## src/rtl/div_pkg.sv

```systemverilog
// Shared encodings and default widths for the divider scheduler.
package div_pkg;

    localparam int unsigned DEF_DEVIDENT_LENGTH = 6;
    localparam int unsigned DEF_DIVISOR_LENGTH  = 3;
    localparam int unsigned ID_WIDTH            = 1;

    localparam logic [1:0] ST_IDLE = 2'd0;
    localparam logic [1:0] ST_CALC = 2'd1;
    localparam logic [1:0] ST_DONE = 2'd2;

    typedef enum logic [1:0] {
        IDLE = ST_IDLE,
        CALC = ST_CALC,
        DONE = ST_DONE
    } state_t;

endpackage

```

## src/rtl/div_scheduler_if.sv

```systemverilog
// Request and result handshake bundle between two requesters, the consumer and the scheduler.
interface div_scheduler_if
    import div_pkg::*;
#(
    parameter int unsigned DEVIDENT_LENGTH = DEF_DEVIDENT_LENGTH,
    parameter int unsigned DIVISOR_LENGTH  = DEF_DIVISOR_LENGTH
);
    logic                       Req0_Valid;
    logic                       Req0_Ready;
    logic [DEVIDENT_LENGTH-1:0] Req0_OperA;
    logic [DIVISOR_LENGTH-1:0]  Req0_OperD;
    logic                       Req1_Valid;
    logic                       Req1_Ready;
    logic [DEVIDENT_LENGTH-1:0] Req1_OperA;
    logic [DIVISOR_LENGTH-1:0]  Req1_OperD;
    logic                       Res_Valid;
    logic                       Res_Ready;
    logic [ID_WIDTH-1:0]        Res_Id;
    logic [DEVIDENT_LENGTH-1:0] Quotient;
    logic [DIVISOR_LENGTH-1:0]  Remainder;
    logic                       DivByZero;
    logic                       Busy;

    modport master (
        output Req0_Valid, Req0_OperA, Req0_OperD,
        output Req1_Valid, Req1_OperA, Req1_OperD,
        output Res_Ready,
        input  Req0_Ready, Req1_Ready,
        input  Res_Valid, Res_Id, Quotient, Remainder, DivByZero, Busy
    );

    modport slave (
        input  Req0_Valid, Req0_OperA, Req0_OperD,
        input  Req1_Valid, Req1_OperA, Req1_OperD,
        input  Res_Ready,
        output Req0_Ready, Req1_Ready,
        output Res_Valid, Res_Id, Quotient, Remainder, DivByZero, Busy
    );

endinterface

```

## src/rtl/array_divider.sv

```systemverilog
// Combinational restoring array divider; paths through it are multicycle.
module array_divider #(
    parameter int unsigned DEVIDENT_LENGTH = 6,
    parameter int unsigned DIVISOR_LENGTH  = 3
) (
    input  logic [DEVIDENT_LENGTH-1:0] dividend,
    input  logic [DIVISOR_LENGTH-1:0]  divisor,
    output logic [DEVIDENT_LENGTH-1:0] quotient,
    output logic [DIVISOR_LENGTH-1:0]  remainder
);
    logic [DIVISOR_LENGTH:0] rem;

    // One shift/compare/subtract row per dividend bit, MSB first
    always_comb begin
        rem      = '0;
        quotient = '0;
        for (int i = DEVIDENT_LENGTH - 1; i >= 0; i--) begin
            rem = {rem[DIVISOR_LENGTH-1:0], dividend[i]};
            if (rem >= {1'b0, divisor}) begin
                rem         = rem - {1'b0, divisor};
                quotient[i] = 1'b1;
            end
        end
        remainder = rem[DIVISOR_LENGTH-1:0];
    end

endmodule

```

## src/rtl/rr_arbiter2.sv

```systemverilog
// Two-way round-robin arbiter; the pointer moves away from whoever was just accepted.
module rr_arbiter2 (
    input  logic       clk,
    input  logic       rst_n,
    input  logic [1:0] req,
    input  logic       accept,
    output logic [1:0] grant
);
    // ptr_q set means requester 1 wins a tie
    logic ptr_q;

    // Grant the lone requester, or break a tie with the pointer
    always_comb begin
        grant = 2'b00;
        case (req)
            2'b01:   grant = 2'b01;
            2'b10:   grant = 2'b10;
            2'b11:   grant = ptr_q ? 2'b10 : 2'b01;
            default: grant = 2'b00;
        endcase
    end

    // Flip priority to the other requester after every accept
    always_ff @(posedge clk) begin
        if (!rst_n) begin
            ptr_q <= 1'b0;
        end else if (accept) begin
            ptr_q <= grant[0];
        end
    end

endmodule

```

## src/rtl/div_scheduler.sv

```systemverilog
// Shares one array divider between two requesters and returns results over valid/ready.
module div_scheduler
    import div_pkg::*;
#(
    parameter int unsigned DEVIDENT_LENGTH = DEF_DEVIDENT_LENGTH,
    parameter int unsigned DIVISOR_LENGTH  = DEF_DIVISOR_LENGTH,
    parameter int unsigned SETTLE_CYCLES   = 2
) (
    input logic            CLK,
    input logic            RST_n,
    div_scheduler_if.slave bus
);
    localparam int unsigned CNT_W = (SETTLE_CYCLES > 1) ? $clog2(SETTLE_CYCLES) : 1;

    state_t                     state_q, state_d;
    logic [CNT_W-1:0]           cnt_q;
    logic [DEVIDENT_LENGTH-1:0] opa_q, quot_q, arr_quot, acc_a;
    logic [DIVISOR_LENGTH-1:0]  opd_q, rem_q, arr_rem, acc_d;
    logic [ID_WIDTH-1:0]        id_q, acc_id;
    logic                       dz_q;
    logic [1:0]                 req, grant;
    logic                       idle, accept;

    assign idle   = (state_q == IDLE);
    assign req    = {bus.Req1_Valid, bus.Req0_Valid};

    rr_arbiter2 u_arb (
        .clk    (CLK),
        .rst_n  (RST_n),
        .req    (req),
        .accept (accept),
        .grant  (grant)
    );

    assign bus.Req0_Ready = RST_n & idle & grant[0];
    assign bus.Req1_Ready = RST_n & idle & grant[1];
    assign accept = (bus.Req0_Valid & bus.Req0_Ready) | (bus.Req1_Valid & bus.Req1_Ready);
    assign acc_a  = grant[1] ? bus.Req1_OperA : bus.Req0_OperA;
    assign acc_d  = grant[1] ? bus.Req1_OperD : bus.Req0_OperD;
    assign acc_id = grant[1];

    array_divider #(
        .DEVIDENT_LENGTH (DEVIDENT_LENGTH),
        .DIVISOR_LENGTH  (DIVISOR_LENGTH)
    ) u_div (
        .dividend  (opa_q),
        .divisor   (opd_q),
        .quotient  (arr_quot),
        .remainder (arr_rem)
    );

    // State register
    always_ff @(posedge CLK) begin
        if (!RST_n) begin
            state_q <= IDLE;
        end else begin
            state_q <= state_d;
        end
    end

    // Next state; the latched divisor is inspected in the first CALC cycle
    always_comb begin
        state_d = state_q;
        case (state_q)
            IDLE:    if (accept) state_d = CALC;
            CALC:    if ((opd_q == '0) || (cnt_q == '0)) state_d = DONE;
            DONE:    if (bus.Res_Ready) state_d = IDLE;
            default: state_d = IDLE;
        endcase
    end

    // Operand capture, settle counter and result registers
    always_ff @(posedge CLK) begin
        if (!RST_n) begin
            opa_q  <= '0;
            opd_q  <= '0;
            id_q   <= '0;
            cnt_q  <= '0;
            quot_q <= '0;
            rem_q  <= '0;
            dz_q   <= 1'b0;
        end else if (idle && accept) begin
            opa_q <= acc_a;
            opd_q <= acc_d;
            id_q  <= acc_id;
            cnt_q <= CNT_W'(SETTLE_CYCLES - 1);
        end else if (state_q == CALC) begin
            if (opd_q == '0) begin
                // Array output is ignored for a zero divisor
                quot_q <= '1;
                rem_q  <= '0;
                dz_q   <= 1'b1;
            end else if (cnt_q == '0) begin
                quot_q <= arr_quot;
                rem_q  <= arr_rem;
                dz_q   <= 1'b0;
            end else begin
                cnt_q <= cnt_q - CNT_W'(1);
            end
        end
    end

    assign bus.Res_Valid = (state_q == DONE);
    assign bus.Busy      = ~idle;
    assign bus.Res_Id    = id_q;
    assign bus.Quotient  = quot_q;
    assign bus.Remainder = rem_q;
    assign bus.DivByZero = dz_q;

endmodule

```

## src/flat_wrapper.sv

```systemverilog
// flat-port wrapper written by rule: the top's interface ports become plain ports
module div_scheduler_flat import div_pkg::*;
#(
    parameter int unsigned DEVIDENT_LENGTH = DEF_DEVIDENT_LENGTH,
    parameter int unsigned DIVISOR_LENGTH  = DEF_DIVISOR_LENGTH,
    parameter int unsigned SETTLE_CYCLES   = 2
)
  (CLK, RST_n, bus_Req0_Valid, bus_Req0_OperA, bus_Req0_OperD, bus_Req1_Valid, bus_Req1_OperA, bus_Req1_OperD, bus_Res_Ready, bus_Req0_Ready, bus_Req1_Ready, bus_Res_Valid, bus_Res_Id, bus_Quotient, bus_Remainder, bus_DivByZero, bus_Busy);
  div_scheduler_if #(.DEVIDENT_LENGTH(DEVIDENT_LENGTH), .DIVISOR_LENGTH(DIVISOR_LENGTH)) bus_i ();
  input logic CLK;
  input logic RST_n;
  input wire logic [$bits(bus_i.Req0_Valid)-1:0] bus_Req0_Valid;
  input wire logic [$bits(bus_i.Req0_OperA)-1:0] bus_Req0_OperA;
  input wire logic [$bits(bus_i.Req0_OperD)-1:0] bus_Req0_OperD;
  input wire logic [$bits(bus_i.Req1_Valid)-1:0] bus_Req1_Valid;
  input wire logic [$bits(bus_i.Req1_OperA)-1:0] bus_Req1_OperA;
  input wire logic [$bits(bus_i.Req1_OperD)-1:0] bus_Req1_OperD;
  input wire logic [$bits(bus_i.Res_Ready)-1:0] bus_Res_Ready;
  output wire logic [$bits(bus_i.Req0_Ready)-1:0] bus_Req0_Ready;
  output wire logic [$bits(bus_i.Req1_Ready)-1:0] bus_Req1_Ready;
  output wire logic [$bits(bus_i.Res_Valid)-1:0] bus_Res_Valid;
  output wire logic [$bits(bus_i.Res_Id)-1:0] bus_Res_Id;
  output wire logic [$bits(bus_i.Quotient)-1:0] bus_Quotient;
  output wire logic [$bits(bus_i.Remainder)-1:0] bus_Remainder;
  output wire logic [$bits(bus_i.DivByZero)-1:0] bus_DivByZero;
  output wire logic [$bits(bus_i.Busy)-1:0] bus_Busy;
  assign bus_i.Req0_Valid = bus_Req0_Valid;
  assign bus_i.Req0_OperA = bus_Req0_OperA;
  assign bus_i.Req0_OperD = bus_Req0_OperD;
  assign bus_i.Req1_Valid = bus_Req1_Valid;
  assign bus_i.Req1_OperA = bus_Req1_OperA;
  assign bus_i.Req1_OperD = bus_Req1_OperD;
  assign bus_i.Res_Ready = bus_Res_Ready;
  assign bus_Req0_Ready = bus_i.Req0_Ready;
  assign bus_Req1_Ready = bus_i.Req1_Ready;
  assign bus_Res_Valid = bus_i.Res_Valid;
  assign bus_Res_Id = bus_i.Res_Id;
  assign bus_Quotient = bus_i.Quotient;
  assign bus_Remainder = bus_i.Remainder;
  assign bus_DivByZero = bus_i.DivByZero;
  assign bus_Busy = bus_i.Busy;
  div_scheduler #(.DEVIDENT_LENGTH(DEVIDENT_LENGTH), .DIVISOR_LENGTH(DIVISOR_LENGTH), .SETTLE_CYCLES(SETTLE_CYCLES)) u_core (.CLK(CLK), .RST_n(RST_n), .bus(bus_i));
endmodule
```

## config.mk

```make
export PLATFORM = sky130hd
export DESIGN_NAME = div_scheduler_flat
export DESIGN_NICKNAME = d
export VERILOG_FILES = /design/src/rtl/div_pkg.sv /design/src/rtl/div_scheduler_if.sv /design/src/rtl/array_divider.sv /design/src/rtl/rr_arbiter2.sv /design/src/rtl/div_scheduler.sv /design/src/flat_wrapper.sv
export SDC_FILE = /design/constraint.sdc
export NUM_CORES = 1
export LEC_CHECK = 0
export CAP_MARGIN = 40
export CORE_ASPECT_RATIO = 2
export CORE_UTILIZATION = 54
export CTS_BUF_LIST = sky130_fd_sc_hd__clkbuf_8
export CTS_CLUSTER_DIAMETER = 50
export CTS_CLUSTER_SIZE = 25
export DETAILED_ROUTE_END_ITERATION = 6
export PLACE_DENSITY = 0.83
export SETUP_SLACK_MARGIN = 0.4
export SLEW_MARGIN = 20
export SYNTH_ARGS = -nofsm -noshare
export SYNTH_HDL_FRONTEND = slang
export SYNTH_SLANG_ARGS = --single-unit
```

## constraint.sdc

```tcl
create_clock -name CLK -period 10.55 [get_ports CLK]
set_clock_uncertainty 0.2 [all_clocks]
set_input_delay 1.5825 -clock CLK [delete_from_list [all_inputs] [get_ports CLK]]
set_output_delay 1.5825 -clock CLK [all_outputs]
set_load 0.01 [all_outputs]
```

Word-level counts from Yosys, hierarchy flattened:

Cells that the tools add are included.

* add/subtract/negate cells: 7
* $lt $le $gt $ge: 6
* equal/unequal tests: 10
* mux-type cells: 30
* bitwise logic cells: 9
* reduce and logical (&&, ||, !) cells: 8

Operator list (number)
* $mux W3: 9
* $ge A4 B3 Y1: 5
* $mux W6: 3
* $sub A3 B3 Y3: 5
* $mux W1: 12
* $pmux W2 S3: 2
* $mux W2: 4
* $ne A2 B2 Y1 const B: 4
* $eq A2 B2 Y1 const B: 3
* $reduce_and A3 Y1: 2
* $and A1 B1 Y1: 5
* $eq A2 B1 Y1 const B: 2
* $ge A1 B3 Y1: 1
* $logic_not A3 Y1: 1
* $not A1 Y1: 3
* $sub A1 B3 Y3: 1
* $logic_not A2 Y1: 1
* $ne A2 B1 Y1 const B: 1
* $reduce_and A2 Y1: 1
* $reduce_bool A2 Y1: 1
* $logic_and A1 B1 Y1: 1
* $logic_or A1 B1 Y1: 1
* $or A1 B1 Y1: 1
* $sub A1 B1 Y1 const B: 1

* bits in registers: 24
* input bits: 23

Longest topological paths before layout:

Gate-level depths: netlist of the first run.

* depth in word-level cells: 14
* mapped depth: 38

By module:

A second synthesis of the first run with hierarchy kept.

* cell total of the unflattened synthesis: 218
* area total of the unflattened synthesis: 2014.4 um2

Modules (own cells, without submodules)
* div_scheduler: instances 1, cells each 103, area an instance 1057.3 um2, seq. area each 460.4 um2
* array_divider: instances 1, cells each 109, area an instance 897.1 um2, seq. area each 0.0 um2
* rr_arbiter2: instances 1, cells each 6, area an instance 60.1 um2, seq. area each 20.0 um2

Worst setup path after synthesis of the first run:

OpenSTA, ideal clock, no wires.

* path kind: reg2reg
* from: register u_core.opd_q[1]
* to: register u_core.quot_q[0] (netlist: u_core.bus.Quotient[0])
* setup time: 0.118 ns
* arrival time: 7.028 ns
* setup slack: 3.204 ns
* cell stages (with the launch flop): 36
* clock period less this slack: 7.346 ns
* cell sequence: dfxtp_1 -> inv_1 -> ha_1 -> and3_1 -> ha_1 -> inv_1 -> o32ai_4 -> or2b_2 -> o21ai_0 -> inv_1 -> ha_1 -> a21bo_2 -> a2bb2oi_1 -> o211ai_1 -> and2_1 -> a21oi_1 -> inv_1 -> fa_1 -> nand2_1 -> a21oi_1 -> nand3_1 -> mux2_2 -> inv_1 -> ha_1 -> nand2_1 -> nand2_1 -> a21oi_1 -> o31ai_2 -> o21ai_0 -> a21boi_0 -> ha_1 -> nand2_1 -> nand2_1 -> a21o_1 -> or3_4 -> o221a_4

* longest elaborated chain between the ends: 14

RTL lines
* start, declared: RTL line div_scheduler.sv:18 `logic [DIVISOR_LENGTH-1:0] opd_q, rem_q, arr_rem, acc_d;`
* start signal, assigned: RTL line div_scheduler.sv:76 `opd_q <= '0;`
* start signal, assigned: RTL line div_scheduler.sv:84 `opd_q <= acc_d;`
* $sub A1 B3 Y3 / $ge A1 B3 Y1 (equally long branches): RTL line array_divider.sv:20, array_divider.sv:19
* $mux W3: RTL line array_divider.sv:19 `if (rem >= {1'b0, divisor}) begin`
* $ge A4 B3 Y1 / $sub A3 B3 Y3 (equally long branches): RTL line array_divider.sv:19, array_divider.sv:20
* $mux W3: RTL line array_divider.sv:19
* $ge A4 B3 Y1 / $sub A3 B3 Y3 (equally long branches): RTL line array_divider.sv:19, array_divider.sv:20
* $mux W3: RTL line array_divider.sv:19
* $ge A4 B3 Y1 / $sub A3 B3 Y3 (equally long branches): RTL line array_divider.sv:19, array_divider.sv:20
* $mux W3: RTL line array_divider.sv:19
* $ge A4 B3 Y1 / $sub A3 B3 Y3 (equally long branches): RTL line array_divider.sv:19, array_divider.sv:20
* $mux W3: RTL line array_divider.sv:19
* $ge A4 B3 Y1: RTL line array_divider.sv:19
* $mux W1: RTL line array_divider.sv:19
* $mux W6: RTL line div_scheduler.sv:93 `end else if (cnt_q == '0) begin`
* $mux W6: RTL line div_scheduler.sv:88 `if (opd_q == '0) begin`
* end signal, assigned: RTL line div_scheduler.sv:94 `quot_q <= arr_quot;`
* end, declared: RTL line div_scheduler.sv:17 `logic [DEVIDENT_LENGTH-1:0] opa_q, quot_q, arr_quot, acc_a;`

Parallel ways exist; a longest one is shown, timed or not. The select of a mux whose other input is x is not followed.
A chain may end at the register's enable or synchronous reset.

Final worst setup path of the first run:

Same ends and word-level chain as after synthesis.

==> results of run 1 <==
## registers in the layout (all words and copies together), names as in the netlist
| name | flops |
|---|---|
| u_core.state_q | 2 |
| u_core.cnt_q | 1 |
| u_core.opa_q | 6 |
| u_core.bus.DivByZero | 1 |
| u_core.opd_q | 3 |
| u_core.bus.Remainder | 3 |
| u_core.u_arb.ptr_q | 1 |
| u_core.bus.Res_Id | 1 |
| u_core.bus.Quotient | 6 |
## synth_stat cells (all sizes together) (2+ instances only)
cell and n:
dfxtp 24, nand2 24, inv 21, ha 17
o211a 11, mux2i 10, a21oi 9, nor2 9
o21ai 9, o211ai 7, nand2b 6, nand3 6
and2 5, clkbuf 5, fa 5, a21o 4
o31ai 4, or3 4, a21boi 3, nor2b 3
nor3 3, o221a 3, xnor2 3, a2bb2oi 2
a31o 2, a31oi 2, and3 2, o21a 2
o31a 2, or2 2
## critical path, delay by kind of cell (launching register included)
kind | cells | cell delay [ns]
AO/OA/AOI/OAI | 13 | 2.68
adder cells (fa/ha/maj) | 6 | 1.90
AND/OR/NAND/NOR | 10 | 1.65
flip-flops | 1 | 0.67
buffers and inverters | 5 | 0.62
multiplexers | 1 | 0.40
## worst max-delay path by stage
| stage | startpoint | end | slack, ns | depth (start not counted) |
|---|---|---|---|---|
| floorplan | u_core.opd_q[1]$_SDFFE_PN0P_ | u_core.bus.Quotient[0]$_SDFFE_PN0P_ | 3.20 | 35 |
| global placement | u_core.opd_q[1]$_SDFFE_PN0P_ | u_core.bus.Quotient[0]$_SDFFE_PN0P_ | 2.49 | 35 |
| detailed placement | u_core.opd_q[1]$_SDFFE_PN0P_ | u_core.bus.Quotient[0]$_SDFFE_PN0P_ | 2.32 | 35 |
| CTS | u_core.opd_q[1]$_SDFFE_PN0P_ | u_core.bus.Quotient[0]$_SDFFE_PN0P_ | 2.29 | 35 |
| global route | u_core.opd_q[1]$_SDFFE_PN0P_ | u_core.bus.Remainder[2]$_SDFFE_PN0P_ | 1.60 | 35 |
| finish | u_core.opd_q[1]$_SDFFE_PN0P_ | u_core.bus.Quotient[0]$_SDFFE_PN0P_ | 2.30 | 35 |
## where the power goes
| part | switching, mW | internal, mW |
|---|---|---|
| clock network | 0.0287 | 0.0507 |
| logic | 0.352 | 0.263 |
| registers | 0.0142 | 0.106 |
| total | 0.395 | 0.420 |
## metal layers
| layer | track usage (%) | share of wire (%) |
|---|---|---|
| met1 | 25.4 | 38 |
| met2 | 49.2 | 57 |
| met3 | 1.45 | 1.4 |
| met4 | 13.5 | 3.8 |
| met5 | 0 | 0 |
## cell type report
| type | count | share of cell area (%) |
|---|---|---|
| well taps | 48 | 2.44 |
| inverters | 21 | 3.20 |
| clock buffers | 3 | 1.68 |
| flip-flops and latches | 24 | 19.5 |
| repair buffers | 39 | 15.7 |
| clock inverters | 1 | 1.22 |
| multi-input cells | 172 | 56.3 |
## cell families after synthesis
| family | Yosys count | synth area share [%] |
|---|---|---|
| and+or+nand+nor | 68 | 17.7 |
| AOI/OAI and AO/OA | 67 | 29.4 |
| buffers and inverters | 27 | 5.15 |
| DFF | 24 | 24.4 |
| adders and majority gates | 22 | 15.9 |
| muxes | 11 | 5.66 |
| xor gates and xnor gates | 4 | 1.78 |
## per-stage QoR
stage / hold slack, ns / power (mW) / setup slack (ns)
6_report: 0.263 / 0.815 / 2.30
5_1_grt: 0.305 / 0.894 / 1.60
3_3_place_gp: 0.243 / 0.723 / 2.49
4_1_cts: 0.267 / 0.814 / 2.29
2_1_floorplan: 0.270 / 0.601 / 3.20
3_5_place_dp: 0.251 / 0.732 / 2.32
==> results.json, run 1 <==
{
  "leakage_nw": 1.14,
  "drtPass1Iterations": 4,
  "dpl-instance-area_um2": 2390,
  "clkSinkCount": 24,
  "cts-root-buf": "clkbuf_8",
  "drive_gt1_share_pct": 10.0,
  "filler_cell_count": 285,
  "crit_type": "flip-flop to flip-flop",
  "peakVddDrop_mv": 0.323,
  "cts_tree": "built",
  "synth_top_flop_cell": "dfxtp_1",
  "grt_usage_pct": 25.5,
  "final.min_clock_period_ns": 8.25,
  "final_cell_mix": "clkdlybuf4s50_1, nand2_1, dfxtp_1, inv_1, ha_1",
  "io_pins": 38,
  "core_area_um2": 3420,
  "wirelength_um": 4500,
  "antenna_found_initial": 0,
  "placed_cells": 304,
  "hold_end": "u_core.bus.Res_Id$_SDFFE_PN0P_",
  "drv_cap": 0,
  "period_share_pct": 78.2,
  "worstHoldStart": "u_core.bus.Res_Id$_SDFFE_PN0P_",
  "grt_pass1_wl_um": 7400,
  "syn-cell-area_um2": 1970,
  "utilization_pct": 72.1,
  "tightest_slew_ns": 0.700,
  "stdcell_area_um2": 2460,
  "hold_viol_final": 0,
  "area_delta_synth_final_pct": 25.1,
  "routedWlPerCell_um": 14.6,
  "row_count": 30,
  "crit_path_max_fanout": 11,
  "rsz0062_at_grt": "no",
  "gr-total-overflow": 0,
  "netlist_instances": 223,
  "clkSlewWorstSetupHoldPaths_ns": 0.09,
  "max_stage_delay_ns": 0.67,
  "clkLatencyLatePin_ns": 0.27,
  "ant_nets": 0,
  "arrival_ns": 8.21,
  "synth_nets": 268,
  "area.sequential_um2": 480,
  "die_y_um": 87.4,
  "grt_max_degree": 28,
  "cts_setup_buffers": 0,
  "holdPathStages": 2,
  "multiInputGateArea_um2": 1390,
  "power.density_nw_per_um2": 331,
  "io_buffers": 37,
  "die-area_um2": 3900,
  "outcome": "finished, final reports clean",
  "nets": 306,
  "cts_resized": 0,
  "antenna_cells": 0,
  "place_congestion": 0.882,
  "fp.dieW_um": 44.7,
  "viasPerCell": 5.61,
  "synth_cell_type_count": 55,
  "remaining_drc_errors": 0,
  "ys_top_cells_by_area": "dfxtp_1, ha_1, o211a_1",
  "dp_hpwl_um": 3730,
  "min_path_type": "flip-flop to flip-flop",
  "async_flop_share_pct": 0,
  "slowest_stage": "dfxtp_1",
  "numCtsBuffers": 3,
  "finalSetupTns_ns": 0,
  "worstSetupEndpointType": "flip-flop",
  "startpoint_type": "flip-flop",
  "r2r_setup_slack_ns": 2.30,
  "detail_route.iter0.violations": 21,
  "slew_headroom_pct": 53.0,
  "syn_avg_cell_area_um2": 8.83,
  "instances_no_fill": 308,
  "synth_warnings": 0,
  "r2r_cells": 35,
  "slew_viol_final": 0,
  "vias": 1729,
  "htree_levels": 1,
  "start_util_pct": 57.6,
  "worstReg2RegEnd": "u_core.bus.Quotient[0]$_SDFFE_PN0P_",
  "clk_path_buf_depth": 2,
  "final_common_cell": "clkdlybuf4s50_1",
  "max_freq_mhz": 121,
  "ys_ff_latch": 24,
  "yosysSeqAreaShare_pct": 24.4,
  "grt_pass1_vias": 1717,
  "setup_viol": 0,
  "synth_top_cell_area_share_pct": 24.4,
  "required_ns": 10.50,
  "r2r_start": "u_core.opd_q[1]$_SDFFE_PN0P_",
  "ctsHoldBuffers": 0,
  "synth_edf_count": 0,
  "synth_top_area_cell": "dfxtp_1"
}
Note: power is estimated with default switching activity, not from simulation.
==> run 2, diff against run 1 <==
clock period = 7.95 ns   (was 10.55 ns; I/O delays follow)
==> results.json, run 2 (synthesis gave the netlist of run 1 again) <==
{
  "outcome": "finished, final reports clean",
  "crit_type": "flip-flop to flip-flop",
  "drive_gt1_share_pct": 17.4,
  "clk_path_buf_depth": 2,
  "htree_levels": 1,
  "clkSlewWorstSetupHoldPaths_ns": 0.09,
  "ctsHoldBuffers": 0,
  "startpoint_type": "flip-flop",
  "area_delta_synth_final_pct": 31.6,
  "power.density_nw_per_um2": 479,
  "filler_cell_count": 273,
  "peakVddDrop_mv": 0.481,
  "vias": 1841,
  "final.min_clock_period_ns": 7.18,
  "remaining_drc_errors": 0,
  "slew_headroom_pct": 55.4,
  "dp_hpwl_um": 3910,
  "slowest_stage": "o311ai_1",
  "start_util_pct": 57.6,
  "antenna_found_initial": 0,
  "cts_tree": "built",
  "routedWlPerCell_um": 15.6,
  "drv_cap": 0,
  "io_buffers": 37,
  "grt_pass1_vias": 1818,
  "row_count": 30,
  "r2r_setup_slack_ns": 0.77,
  "ant_nets": 0,
  "fin_ws_ns": 0.767,
  "grt_pass1_wl_um": 7960,
  "utilization_pct": 75.8,
  "final_cell_mix": "clkdlybuf4s50_1, nand2_1, dfxtp_1, inv_1, ha_1",
  "io_pins": 38,
  "arrival_ns": 7.10,
  "nets": 316,
  "drtPass1Iterations": 7,
  "place_congestion": 0.911,
  "gr-total-overflow": 0,
  "total_power_mw": 1.24,
  "period_share_pct": 90.4,
  "max_stage_delay_ns": 0.41,
  "core_area_um2": 3420,
  "viasPerCell": 5.79,
  "slew_viol_final": 0,
  "die-area_um2": 3900,
  "worstSetupEndpointType": "flip-flop",
  "detail_route.iter0.violations": 38,
  "max_freq_mhz": 139,
  "grt_max_degree": 28,
  "required_ns": 7.87,
  "final_common_cell": "clkdlybuf4s50_1",
  "min_path_type": "flip-flop to flip-flop",
  "leakage_nw": 1.20,
  "clkLatencyLatePin_ns": 0.27,
  "grt_usage_pct": 27.5,
  "fp.dieW_um": 44.7,
  "hold_slack_ns": 0.266,
  "cts-root-buf": "clkbuf_8",
  "wirelength_um": 4950,
  "antenna_cells": 0,
  "setup_viol": 0,
  "tightest_slew_ns": 0.665,
  "dp_slack_ns": -0.00906,
  "clkSinkCount": 24,
  "rsz0062_at_grt": "no",
  "numCtsBuffers": 3,
  "crit_path_max_fanout": 6,
  "hold_viol_final": 0,
  "die_y_um": 87.4
}
[run 2: cell count changes in the layout (fill, tap and decap cells not counted), sizes merged]
cell,before,now
clkbuf,3,4
bufinv,1,0
buf,2,12
[run 2: through the flow]
step / cells / TNS [ns] / area, um2
2_1_floorplan: 223 / 0 / 1970
3_3_place_gp: 308 / 0 / 2420
3_5_place_dp: 309 / -0.00906 / 2430
4_1_cts: 315 / 0 / 2520
5_1_grt: 318 / 0 / 2590
6_report: 318 / 0 / 2590
[run 2: final timing paths]
path / startpoint / end / depth (start not counted)
setup reg to reg: u_core.opa_q[5]$_SDFFE_PN0P_ / u_core.bus.Remainder[2]$_SDFFE_PN0P_ / 36
setup / recovery: u_core.opa_q[5]$_SDFFE_PN0P_ / u_core.bus.Remainder[2]$_SDFFE_PN0P_ / 36
hold / removal: u_core.bus.Res_Id$_SDFFE_PN0P_ / u_core.bus.Res_Id$_SDFFE_PN0P_ / 2
hold reg to reg: u_core.bus.Res_Id$_SDFFE_PN0P_ / u_core.bus.Res_Id$_SDFFE_PN0P_ / 2
[run 2: layer usage]
layer | global-route usage (%) | up-vias | part of all wire [%]
met5 | 0 | - | 0
met4 | 16.5 | 0 | 4.8
met3 | 2.90 | 27 | 2.6
met2 | 52.7 | 55 | 58
met1 | 26.0 | 866 | 35
li1 | - | 893 | -
[run 2: critical path, delay by kind of cell, from the launching register on]
family / cells / cell delay (ns)
buf+inv: 5 / 0.40
flops: 1 / 0.35
simple gates: 8 / 0.83
compound gates: 15 / 3.02
mux: 2 / 0.60
fa+ha+maj: 6 / 1.64
[run 2: what timing repair did]
action | in CTS | in global routing
pin swaps | 1 | 8
gates resized for setup | 8 | 12
gates cloned | 0 | 0
setup endpoints to repair | 4 | 4
buffers inserted | 2 | 3
[run 2: area by class of cell]
cell class	count	area [um2]	share of cell area (%)
clock buffers	4	55.1	2.13
well taps	48	60.1	2.32
flip-flops and latches	24	482	18.6
inverters	21	78.8	3.04
repair buffers	49	460	17.8
multi-input cells	172	1450	56.1
[run 2: where the power goes]
part | switching [mW] | internal, mW
registers | 0.0157 | 0.141
logic | 0.565 | 0.435
clock network | 0.0379 | 0.0442
==> run 3, diff against run 2 <==
SETUP_SLACK_MARGIN = 0.2   (was 0.4)
==> results.json, run 3 (synthesis gave the netlist of run 1 again) <==
{
  "detail_route.iter0.violations": 65,
  "arrival_ns": 7.38,
  "grt_usage_pct": 27.2,
  "viasPerCell": 5.75,
  "remaining_drc_errors": 0,
  "r2r_cells": 38,
  "crit_path_max_fanout": 5,
  "gr-total-overflow": 0,
  "antenna_found_initial": 0,
  "core_area_um2": 3420,
  "dp_hpwl_um": 3910,
  "numCtsBuffers": 3,
  "grt_pass1_vias": 1811,
  "period_share_pct": 93.4,
  "place_congestion": 0.911,
  "wirelength_um": 4860,
  "die_y_um": 87.4,
  "max_freq_mhz": 135,
  "grt_max_degree": 28,
  "io_pins": 38,
  "m1WireLength_um": 1770,
  "drtPass1Iterations": 4,
  "row_count": 30,
  "wl_met3_um": 82,
  "utilization_pct": 73.8,
  "top_layer_used": "met4",
  "hold_viol_final": 0,
  "cts-root-buf": "clkbuf_8",
  "leakage_nw": 1.17,
  "io_buffers": 37,
  "area_delta_synth_final_pct": 28.2,
  "clkSlewWorstSetupHoldPaths_ns": 0.08,
  "slew_viol_final": 0,
  "startpoint_type": "flip-flop",
  "die-area_um2": 3900,
  "met2_length_um": 2810,
  "grt_pass1_wl_um": 7870,
  "max_stage_delay_ns": 0.43,
  "instances_no_fill": 314,
  "htree_levels": 1,
  "routedWlPerCell_um": 15.5,
  "final_common_cell": "clkdlybuf4s50_1",
  "required_ns": 7.91,
  "clkSinkCount": 24,
  "ant_nets": 0,
  "final.min_clock_period_ns": 7.42,
  "tightest_slew_ns": 0.664,
  "outcome": "finished, final reports clean",
  "filler_cell_count": 289,
  "antenna_cells": 0,
  "vias": 1807,
  "setup_viol": 0,
  "holdPathStages": 2,
  "fp.dieW_um": 44.7,
  "clk_path_buf_depth": 2,
  "worstSetupEndpointType": "flip-flop",
  "nets": 312,
  "clkLatencyLatePin_ns": 0.27,
  "final_cell_mix": "clkdlybuf4s50_1, nand2_1, dfxtp_1, inv_1, ha_1",
  "rsz0062_at_grt": "no",
  "min_path_type": "flip-flop to flip-flop",
  "cts_tree": "built",
  "slowest_stage": "or3_4",
  "placed_cells": 309,
  "power.density_nw_per_um2": 451,
  "peakVddDrop_mv": 0.397,
  "drive_gt1_share_pct": 15.0,
  "total_power_mw": 1.14,
  "drv_cap": 0,
  "crit_type": "flip-flop to flip-flop",
  "start_util_pct": 57.6,
  "slew_headroom_pct": 55.4
}
==> run 3: cell types whose count changed in the layout (fill, tap and decap cells not counted), sizes merged <==
cell | before | now
buf | 12 | 8
==> run 3: layout make-up <==
type / count / area [um2] / share of cell area (%)
multi-input cells: 172 / 1420 / 56.2
repair buffers: 45 / 430 / 17.1
well taps: 48 / 60.1 / 2.38
inverters: 21 / 78.8 / 3.12
clock buffers: 4 / 55.1 / 2.18
flip-flops and latches: 24 / 482 / 19.1
==> run 3: repair_timing <==
| item | 4_1_cts | 5_1_grt |
|---|---|---|
| gates resized for setup | 6 | 6 |
| setup endpoints to repair | 4 | 4 |
| hold buffers | 0 | 0 |
| setup buffers | 0 | 1 |
| pin swaps | 0 | 2 |
| cloned | 0 | 0 |
==> run 3: stage by stage <==
step | hold WS (ns) | TNS [ns] | worst slack [ns] | instance area, um2
3_5_place_dp | 0.258 | -0.00906 | -0.00906 | 2430
5_1_grt | 0.315 | 0 | 0.121 | 2520
3_3_place_gp | 0.244 | 0 | 0.333 | 2420
4_1_cts | 0.269 | 0 | 0.271 | 2500
6_report | 0.266 | 0 | 0.525 | 2520
2_1_floorplan | 0.270 | 0 | 0.604 | 1970
==> run 3: layer usage <==
| metal | up-vias | GRT usage [%] |
|---|---|---|
| met4 | 0 | 16.3 |
| met2 | 41 | 52.5 |
| met3 | 20 | 2.90 |
| li1 | 891 | - |
| met5 | - | 0 |
| met1 | 855 | 25.4 |
==> run 3: report_power, final <==
part           internal, mW  total (mW)  switching [mW]
logic                 0.380       0.899           0.519
registers             0.141       0.157          0.0159
clock network        0.0442      0.0820          0.0378
==> run 3: worst max-delay path: cells and delay by family (launching register included) <==
kind / cells / cell delay, ns
AO/OA/AOI/OAI: 13 / 2.27
flip-flops: 1 / 0.34
adder cells (fa/ha/maj): 7 / 2.01
AND/OR/NAND/NOR: 10 / 1.51
buffers and inverters: 7 / 0.60
multiplexers: 1 / 0.39
==> run 3: worst paths after layout <==
kind                                        from                             endpoint  slack [ns]
setup / recovery    u_core.opa_q[5]$_SDFFE_PN0P_  u_core.bus.Quotient[0]$_SDFFE_PN0P_        0.53
hold / removal    u_core.bus.Res_Id$_SDFFE_PN0P_       u_core.bus.Res_Id$_SDFFE_PN0P_        0.27
setup reg to reg    u_core.opa_q[5]$_SDFFE_PN0P_  u_core.bus.Quotient[0]$_SDFFE_PN0P_        0.53
hold reg to reg   u_core.bus.Res_Id$_SDFFE_PN0P_       u_core.bus.Res_Id$_SDFFE_PN0P_        0.27
